**config.mk**
```make
export PLATFORM = sky130hd
export DESIGN_NAME = a2d_arbiter_flat
export DESIGN_NICKNAME = d
export VERILOG_FILES = /design/src/rtl/a2d_pkg.sv /design/src/rtl/a2d_arbiter_if.sv /design/src/rtl/rr_pick.sv /design/src/rtl/a2d_arbiter.sv /design/src/flat_wrapper.sv
export SDC_FILE = /design/constraint.sdc
export NUM_CORES = 1
export LEC_CHECK = 0
export ABC_AREA = 1
export CORE_AREA = 2 2 77 60
export DETAILED_ROUTE_END_ITERATION = 8
export DIE_AREA = 0 0 79 62
export MAX_ROUTING_LAYER = met4
export PLACE_DENSITY_LB_ADDON = 0.3
export SLEW_MARGIN = 5
export SYNTH_ARGS = -nofsm -noshare
export SYNTH_HDL_FRONTEND = slang
export SYNTH_HIERARCHICAL = 1
export SYNTH_SLANG_ARGS = --single-unit
```
**constraint.sdc**
```tcl
create_clock -name clk -period 2.33 [get_ports clk]
set_clock_uncertainty 0.2 [all_clocks]
set_input_delay 0.466 -clock clk [delete_from_list [all_inputs] [get_ports clk]]
set_output_delay 0.466 -clock clk [all_outputs]
set_load 0.1 [all_outputs]
```
**src/rtl/a2d_pkg.sv**
```systemverilog
// Shared types and constants for the A2D converter arbiter.
package a2d_pkg;

  typedef logic [2:0]  chnnl_t;
  typedef logic [11:0] a2d_res_t;

  typedef enum logic [1:0] {
    IDLE,
    START,
    WAIT,
    DONE
  } a2d_arb_state_t;

  localparam a2d_res_t A2D_ERR_RES = 12'hFFF;

endpackage

```
**src/rtl/a2d_arbiter_if.sv**
```systemverilog
// Requester-side and converter-side signals of the A2D arbiter, grouped as one bundle.
interface a2d_arbiter_if
  import a2d_pkg::*;
#(
  parameter int unsigned NUM_REQ = 2
);

  logic [NUM_REQ-1:0]   req;
  logic [3*NUM_REQ-1:0] req_chnnl;
  logic [NUM_REQ-1:0]   gnt;
  logic [NUM_REQ-1:0]   done;
  logic                 err;
  a2d_res_t             rd_data;
  logic                 strt_cnv;
  chnnl_t               chnnl;
  logic                 cnv_cmplt;
  a2d_res_t             res;

  // Arbiter side.
  modport slave (
    input  req, req_chnnl, cnv_cmplt, res,
    output gnt, done, err, rd_data, strt_cnv, chnnl
  );

  // Requesters plus converter side.
  modport master (
    output req, req_chnnl, cnv_cmplt, res,
    input  gnt, done, err, rd_data, strt_cnv, chnnl
  );

endinterface

```
**src/rtl/rr_pick.sv**
```systemverilog
// Combinational round-robin picker: first asserted request at or after ptr_i, wrapping mod N.
module rr_pick #(
  parameter int unsigned N = 2,
  localparam int unsigned IdxW = (N > 1) ? $clog2(N) : 1
) (
  input  logic [N-1:0]    req_i,
  input  logic [IdxW-1:0] ptr_i,
  output logic [IdxW-1:0] idx_o,
  output logic            valid_o
);

  int unsigned     pos;
  logic [IdxW-1:0] pos_idx;

  // Scan from the farthest offset down so the nearest asserted request overwrites last.
  always_comb begin
    idx_o   = '0;
    valid_o = |req_i;
    pos     = 0;
    pos_idx = '0;
    for (int k = N - 1; k >= 0; k--) begin
      pos     = (int'(ptr_i) + k) % N;
      pos_idx = IdxW'(pos);
      if (req_i[pos_idx]) begin
        idx_o = pos_idx;
      end
    end
  end

endmodule

```
**src/rtl/a2d_arbiter.sv**
```systemverilog
// Round-robin sharing of one A2D converter among NUM_REQ requesters, with a watchdog abort.
module a2d_arbiter
  import a2d_pkg::*;
#(
  parameter int unsigned NUM_REQ = 2,
  parameter int unsigned TIMEOUT = 4096
) (
  input logic          clk,
  input logic          rst_n,
  a2d_arbiter_if.slave bus
);

  localparam int unsigned IdxW = $clog2(NUM_REQ);
  localparam int unsigned TmrW = $clog2(TIMEOUT);

  a2d_arb_state_t  state_q, state_d;
  logic [IdxW-1:0] win_id_q, win_id_d;
  logic [IdxW-1:0] ptr_q, ptr_d;
  chnnl_t          chnnl_q, chnnl_d;
  a2d_res_t        rd_data_q, rd_data_d;
  logic [TmrW-1:0] timer_q, timer_d;
  logic            err_flag_q, err_flag_d;

  logic [IdxW-1:0] pick_idx;
  logic            pick_valid;

  rr_pick #(
    .N(NUM_REQ)
  ) u_rr_pick (
    .req_i   (bus.req),
    .ptr_i   (ptr_q),
    .idx_o   (pick_idx),
    .valid_o (pick_valid)
  );

  always_ff @(posedge clk or negedge rst_n) begin
    if (!rst_n) begin
      state_q    <= IDLE;
      win_id_q   <= '0;
      ptr_q      <= '0;
      chnnl_q    <= '0;
      rd_data_q  <= '0;
      timer_q    <= '0;
      err_flag_q <= 1'b0;
    end else begin
      state_q    <= state_d;
      win_id_q   <= win_id_d;
      ptr_q      <= ptr_d;
      chnnl_q    <= chnnl_d;
      rd_data_q  <= rd_data_d;
      timer_q    <= timer_d;
      err_flag_q <= err_flag_d;
    end
  end

  always_comb begin
    state_d    = state_q;
    win_id_d   = win_id_q;
    ptr_d      = ptr_q;
    chnnl_d    = chnnl_q;
    rd_data_d  = rd_data_q;
    timer_d    = timer_q;
    err_flag_d = err_flag_q;
    unique case (state_q)
      IDLE: begin
        if (pick_valid) begin
          win_id_d = pick_idx;
          chnnl_d  = bus.req_chnnl[3*int'(pick_idx) +: 3];
          state_d  = START;
        end
      end
      START: begin
        timer_d = '0;
        state_d = WAIT;
      end
      WAIT: begin
        // A completion arriving in the timeout cycle still counts as a good result.
        if (bus.cnv_cmplt) begin
          rd_data_d = bus.res;
          state_d   = DONE;
        end else if (timer_q == TmrW'(TIMEOUT - 1)) begin
          rd_data_d  = A2D_ERR_RES;
          err_flag_d = 1'b1;
          state_d    = DONE;
        end else begin
          timer_d = timer_q + 1'b1;
        end
      end
      DONE: begin
        err_flag_d = 1'b0;
        ptr_d      = IdxW'((int'(win_id_q) + 1) % NUM_REQ);
        state_d    = IDLE;
      end
      default: state_d = IDLE;
    endcase
  end

  always_comb begin
    bus.gnt      = '0;
    bus.done     = '0;
    bus.err      = 1'b0;
    bus.strt_cnv = (state_q == START);
    bus.chnnl    = chnnl_q;
    bus.rd_data  = rd_data_q;
    if (state_q != IDLE) begin
      bus.gnt[win_id_q] = 1'b1;
    end
    if (state_q == DONE) begin
      bus.done[win_id_q] = 1'b1;
      bus.err            = err_flag_q;
    end
  end

endmodule

```
**src/flat_wrapper.sv**
```systemverilog
// flat-port wrapper written by rule: the top's interface ports become plain ports
module a2d_arbiter_flat import a2d_pkg::*;
#(
  parameter int unsigned NUM_REQ = 2,
  parameter int unsigned TIMEOUT = 4096
)
  (clk, rst_n, bus_req, bus_req_chnnl, bus_cnv_cmplt, bus_res, bus_gnt, bus_done, bus_err, bus_rd_data, bus_strt_cnv, bus_chnnl);
  a2d_arbiter_if #(.NUM_REQ(NUM_REQ)) bus_i ();
  input logic clk;
  input logic rst_n;
  input wire logic [$bits(bus_i.req)-1:0] bus_req;
  input wire logic [$bits(bus_i.req_chnnl)-1:0] bus_req_chnnl;
  input wire logic [$bits(bus_i.cnv_cmplt)-1:0] bus_cnv_cmplt;
  input wire logic [$bits(bus_i.res)-1:0] bus_res;
  output wire logic [$bits(bus_i.gnt)-1:0] bus_gnt;
  output wire logic [$bits(bus_i.done)-1:0] bus_done;
  output wire logic [$bits(bus_i.err)-1:0] bus_err;
  output wire logic [$bits(bus_i.rd_data)-1:0] bus_rd_data;
  output wire logic [$bits(bus_i.strt_cnv)-1:0] bus_strt_cnv;
  output wire logic [$bits(bus_i.chnnl)-1:0] bus_chnnl;
  assign bus_i.req = bus_req;
  assign bus_i.req_chnnl = bus_req_chnnl;
  assign bus_i.cnv_cmplt = bus_cnv_cmplt;
  assign bus_i.res = bus_res;
  assign bus_gnt = bus_i.gnt;
  assign bus_done = bus_i.done;
  assign bus_err = bus_i.err;
  assign bus_rd_data = bus_i.rd_data;
  assign bus_strt_cnv = bus_i.strt_cnv;
  assign bus_chnnl = bus_i.chnnl;
  a2d_arbiter #(.NUM_REQ(NUM_REQ), .TIMEOUT(TIMEOUT)) u_core (.clk(clk), .rst_n(rst_n), .bus(bus_i));
endmodule
```
# Word level (Yosys, flattened, before mapping)
# Cells that the tools add are included.
[op_classes]
order_cmp = 4
add_sub_neg = 3
n_shift = 1
muxes = 23
eq_ne = 9
n_mul = 1
reduce_logical = 12
[ops]
columns = ["op", "n"]
rows = [
  ["12-bit 2-to-1 mux", 4],
  ["6-bit by 32-bit indexed part select with 3-bit output", 1],
  ["12-bit case mux with 2 select lines", 1],
  ["12-bit by 1-bit adder with 12-bit output (second input constant)", 1],
  ["12-bit == test (second input constant)", 1],
  ["1-bit 2-to-1 mux", 10],
  ["2-bit 2-to-1 mux", 5],
  ["2-bit case mux with 4 select lines", 1],
  ["2-bit nonzero test", 4],
  ["1-bit by 2-bit < comparator with 1-bit output (second input constant)", 3],
  ["2-bit AND reduction", 3],
  ["3-bit AND reduction", 2],
  ["2-bit == test (second input constant)", 2],
  ["2-bit by 1-bit != test with 1-bit output (second input constant)", 2],
  ["2-bit != test (second input constant)", 2],
  ["2-bit by 1-bit multiplier with 3-bit output (first input constant)", 1],
  ["3-bit by 2-bit != test with 1-bit output (second input constant)", 1],
  ["1-bit adder (second input constant)", 2],
  ["2-bit by 1-bit == test with 1-bit output (second input constant)", 1],
  ["2-bit logical NOT", 1],
  ["1-bit case mux with 2 select lines", 1],
  ["2-bit OR reduction", 1],
  ["1-bit demux with 1-bit select", 1],
  ["1-bit >= comparator (second input constant)", 1],
  ["1-bit logical AND", 1],
]
[word_totals]
inputBits = 23
reg_bits = 32
output_inout_bits = 21
word_cells = 60

# Logic depth before layout (Yosys ltp)
# Gate-level depths: netlist (run 1).
[logic_depth]
ltp_word = 7
depth_mapped = 9
mapped_depth_nobuf = 9

# Modules after synthesis
# Netlist (run 1), hierarchy kept.
[by_module_without_submodules]
columns = ["mod", "instances", "seq_area_each_um2", "area_each_um2", "cells_per_inst"]
rows = [
  ["a2d_arbiter", 1, 800.8, 1790.5, 227],
  ["rr_pick", 1, 0.0, 18.8, 4],
]

# Least setup slack after synthesis (run 1)
# OpenSTA, ideal clock, no wires.
[synth_timing]
path_type = "reg-to-output"
start = "register u_core.state_q[0]"
end = "output bus_gnt[0]"
stages_incl_launch_ff = 4
required_ns = 1.664
slack_ns = -0.285
t_arrival_ns = 1.949
n_path_buf = 0
path_cell_list = "dfrtp_1 > inv_1 > ha_1 > nor2_1"
[synth_via]
elab_chain_len = 2
[synth_lines]
columns = ["item", "line_no", "source"]
rows = [
  ["start, declared", "a2d_arbiter.sv:16", "a2d_arb_state_t state_q, state_d;"],
  ["start signal, assigned", "a2d_arbiter.sv:46", "state_q <= state_d;"],
  ["2-bit nonzero test", "a2d_arbiter.sv:105", "if (state_q != IDLE) begin"],
  ["2-bit 2-to-1 mux", "a2d_arbiter.sv:105", ""],
  ["end, declared", "flat_wrapper.sv:15", "output wire logic [$bits(bus_i.gnt)-1:0] bus_gnt;"],
]
# Every way passes these cells.

# Worst setup path in the final report (run 1)
# Same ends and word-level chain as after synthesis.

==> results of run 1 <==
## state kept, by name (all words and copies together), names as in the netlist
signal	cells
u_core/bus.chnnl	3
u_core/bus.rd_data	12
u_core/err_flag_q	1
u_core/ptr_q	1
u_core/state_q	2
u_core/timer_q	12
u_core/win_id_q	1
## tightest hold or removal path, cell delays in order, from the launching register on
cell and delay [ns]:
dfrtp_1 0.34, nor2_1 0.04, nor2_1 0.09
## metrics by stage
stage               setup TNS [ns]  std cells  worst slack [ns]  hold WS [ns]
finish                           0        339             0.225         0.310
global route                     0        339            0.0858         0.354
CTS                              0        339             0.200         0.313
detailed placement               0        331             0.425         0.296
global placement                 0        331             0.435         0.289
floorplan                   -0.570        231            -0.285       -0.0296
## placed cells by master, fill, tap and decap left out
cell type        instances
nand2_1                 53
inv_1                   39
dfrtp_1                 32
nor2_1                  31
clkdlybuf4s50_1         22
nand3_1                 19
buf_4                   18
a21oi_1                 10
a21oi_2                 10
clkbuf_8                 6
buf_12                   6
o21ai_1                  6
ha_1                     6
nand2_2                  4
nand4_1                  4
nor2_4                   3
nand2_4                  3
clkinv_2                 2
xnor2_1                  2
nor2_2                   1
nand3_4                  1
inv_2                    1
o21ai_2                  1
o21ai_0                  1
or2_1                    1
## logic make-up (layout without fill, tap and decap cells)
| kind of cell | count (synthesis) | count (layout) | synth area share |
|---|---|---|---|
| and+or+nand+nor | 120 | 120 | 0.308 |
| buffers and inverters | 43 | 94 | 0.0975 |
| DFF | 32 | 32 | 0.443 |
| AOI/OAI and AO/OA | 28 | 28 | 0.100 |
| adders and majority gates | 6 | 6 | 0.0415 |
| xor gates and xnor gates | 2 | 2 | 0.00968 |
## routing by layer
metal / global-route usage / vias up / wire length, um
li1: - / 816 / -
met1: 0.247 / 739 / 1970
met2: 0.262 / 32 / 1790
met3: 0.0390 / 2 / 205
met4: 0.0542 / 0 / 25
met5: - / - / 0
## area by class of cell
class / count / area, um2
clock buffers: 6 / 82.6
clock inverters: 2 / 10.0
fillers: 392 / 1830
inverters: 40 / 150
multi-input cells: 156 / 832
flip-flops and latches: 32 / 801
well taps: 57 / 71.3
repair buffers: 46 / 475
## power by group through the flow
stage	Clock, mW	Sequential [mW]	Combinational [mW]
4_1_cts	0.451	0.853	2.34
3_5_place_dp	0	0.864	2.33
3_3_place_gp	0	0.853	2.32
2_1_floorplan	0	1.72	0.878
5_1_grt	0.481	0.880	2.46
6_report	0.435	0.852	2.33
## how the worst min path moves through the flow
stage	endpoint
after floorplan	u_core/bus.chnnl[0]
after global placement	u_core/ptr_q
after detailed placement	u_core/ptr_q
after CTS	u_core/ptr_q
after global routing	u_core/bus.rd_data[2]
final	u_core/ptr_q
==> out/metrics.yaml, run 1 <==
end_kind: "output pin"
synthTopCellsByCount: "nand2_1, inv_1, dfrtp_1"
setup_viol: 0
die_h_um: 62
hold_depth: 2
syn_nets: 260
place_area_um2: 2330
ant_nets: 0
fmax_ghz: 0.475
antenna_cells: 0
num_vias: 1589
portBuffers: 43
worstSetupStartpoint: "u_core/state_q[0]"
sw_frac_of_total: 0.569
cp_num_buf_inv: 2
grt_pass1_vias: 1406
cts_buffers: 5
die_x_um: 79
cts.sinks: 32
grt-ovfl-total: 0
crit_slowest_cell: "dfrtp_1"
rsz0062_at_grt: "false"
relSlewSlack: 0.720
period_minus_slack_ns: 2.11
status: "finished, final reports clean"
place.gp.congestion: 0.839
firstDrtPassIters: 4
power.net_switching_mw: 2.06
reg2reg_from: "u_core/timer_q[0]"
cp_cell_sequence: "inv_1, ha_1, nor2_1, buf_12"
utilization: 0.569
pin_count: 44
grt_pass1_wl_mm: 6.51
synth_area_leaders: "dfrtp_1, nand2_1, inv_1"
clockBufferDepth: 2
power_mw: 3.62
yosysTopAreaCell: "dfrtp_1"
post-dp-hpwl_mm: 2.98
finish.net_count: 310
criticalPathCategory: "reg -> out"
critPathMaxFanout: 4
cp-start-kind: "register"
r2r_slack_ns: 0.44
antenna_found_initial: 0
cp-endpoint: "bus_gnt[0]"
comb_power_share: 0.645
tightest_slew_ns: 0.420
post-synth-top-count-cell: "nand2_1"
hold_buffers: 0
synth-edff-count: 0
cp_data_required_time_ns: 1.66
r2r_cells: 8
grtUsageTotal: 0.177
vias_per_cell: 4.69
hold_viol_final: 0
ir_worst_vdd_mv: 1.11
cts_tree: "built"
drc: 0
h-tree-depth: 2
cts_setup_buffers: 0
ys_warn_count: 6
drv_slew: 0
max_stage_delay_ns: 0.40
period_share: 0.903
yosys.cell_types.count: 22
p_leak_nw: 1.20
yosysSeqAreaShare: 0.443
clockPowerShare: 0.120
ctsResizeCount: 0
power_density_nw_per_um2: 1490
min_from: "u_core/ptr_q"
start_util: 0.425
maxCapViolCount: 0
num_rows: 21
syn_area_um2: 1810
synth_top_area_frac: 0.443
wl_per_cell_um: 11.8
cts.clk_slew.worst_paths_ns: 0.06
path_depth: 4
cts-root-buf: "clkbuf_8"
drt_iter0_drc: 63
ys_async_sr_fraction: 1.00
design.core.area_um2: 4260
synth-seq-cells: 32
path_delay_family: "flip-flops"
syn_to_final_growth_pct: 33.9
dieArea_um2: 4900
seq_power_share: 0.235
final_area_um2: 2420
p_int_mw: 1.56
clock_latency_ns: 0.27
grt_max_degree: 33
wl_mm: 3.99
synth_flop_cell: "dfrtp_1"
syn_inst: 231
cp.arrival_ns: 1.44
r2r_end: "u_core/timer_q[10]"
hold_path.class: "reg -> reg"
avgSynthCellArea_um2: 7.83
final_layout_size_suffix_gt1_frac: 0.199
(Power assumes the default switching activity.)
==> run 2, diff against run 1 <==
Settings changed: SLEW_MARGIN 5 to 20, TNS_END_PERCENT set to 50.
==> results of run 2 <==
No change in the layout: final DEF, timing and power equal those of run 1.
==> run 3, diff against run 2 <==
Settings changed: SLEW_MARGIN 20 to not set.
==> results of run 3 <==
No change in the layout: final DEF, timing and power equal those of run 1.
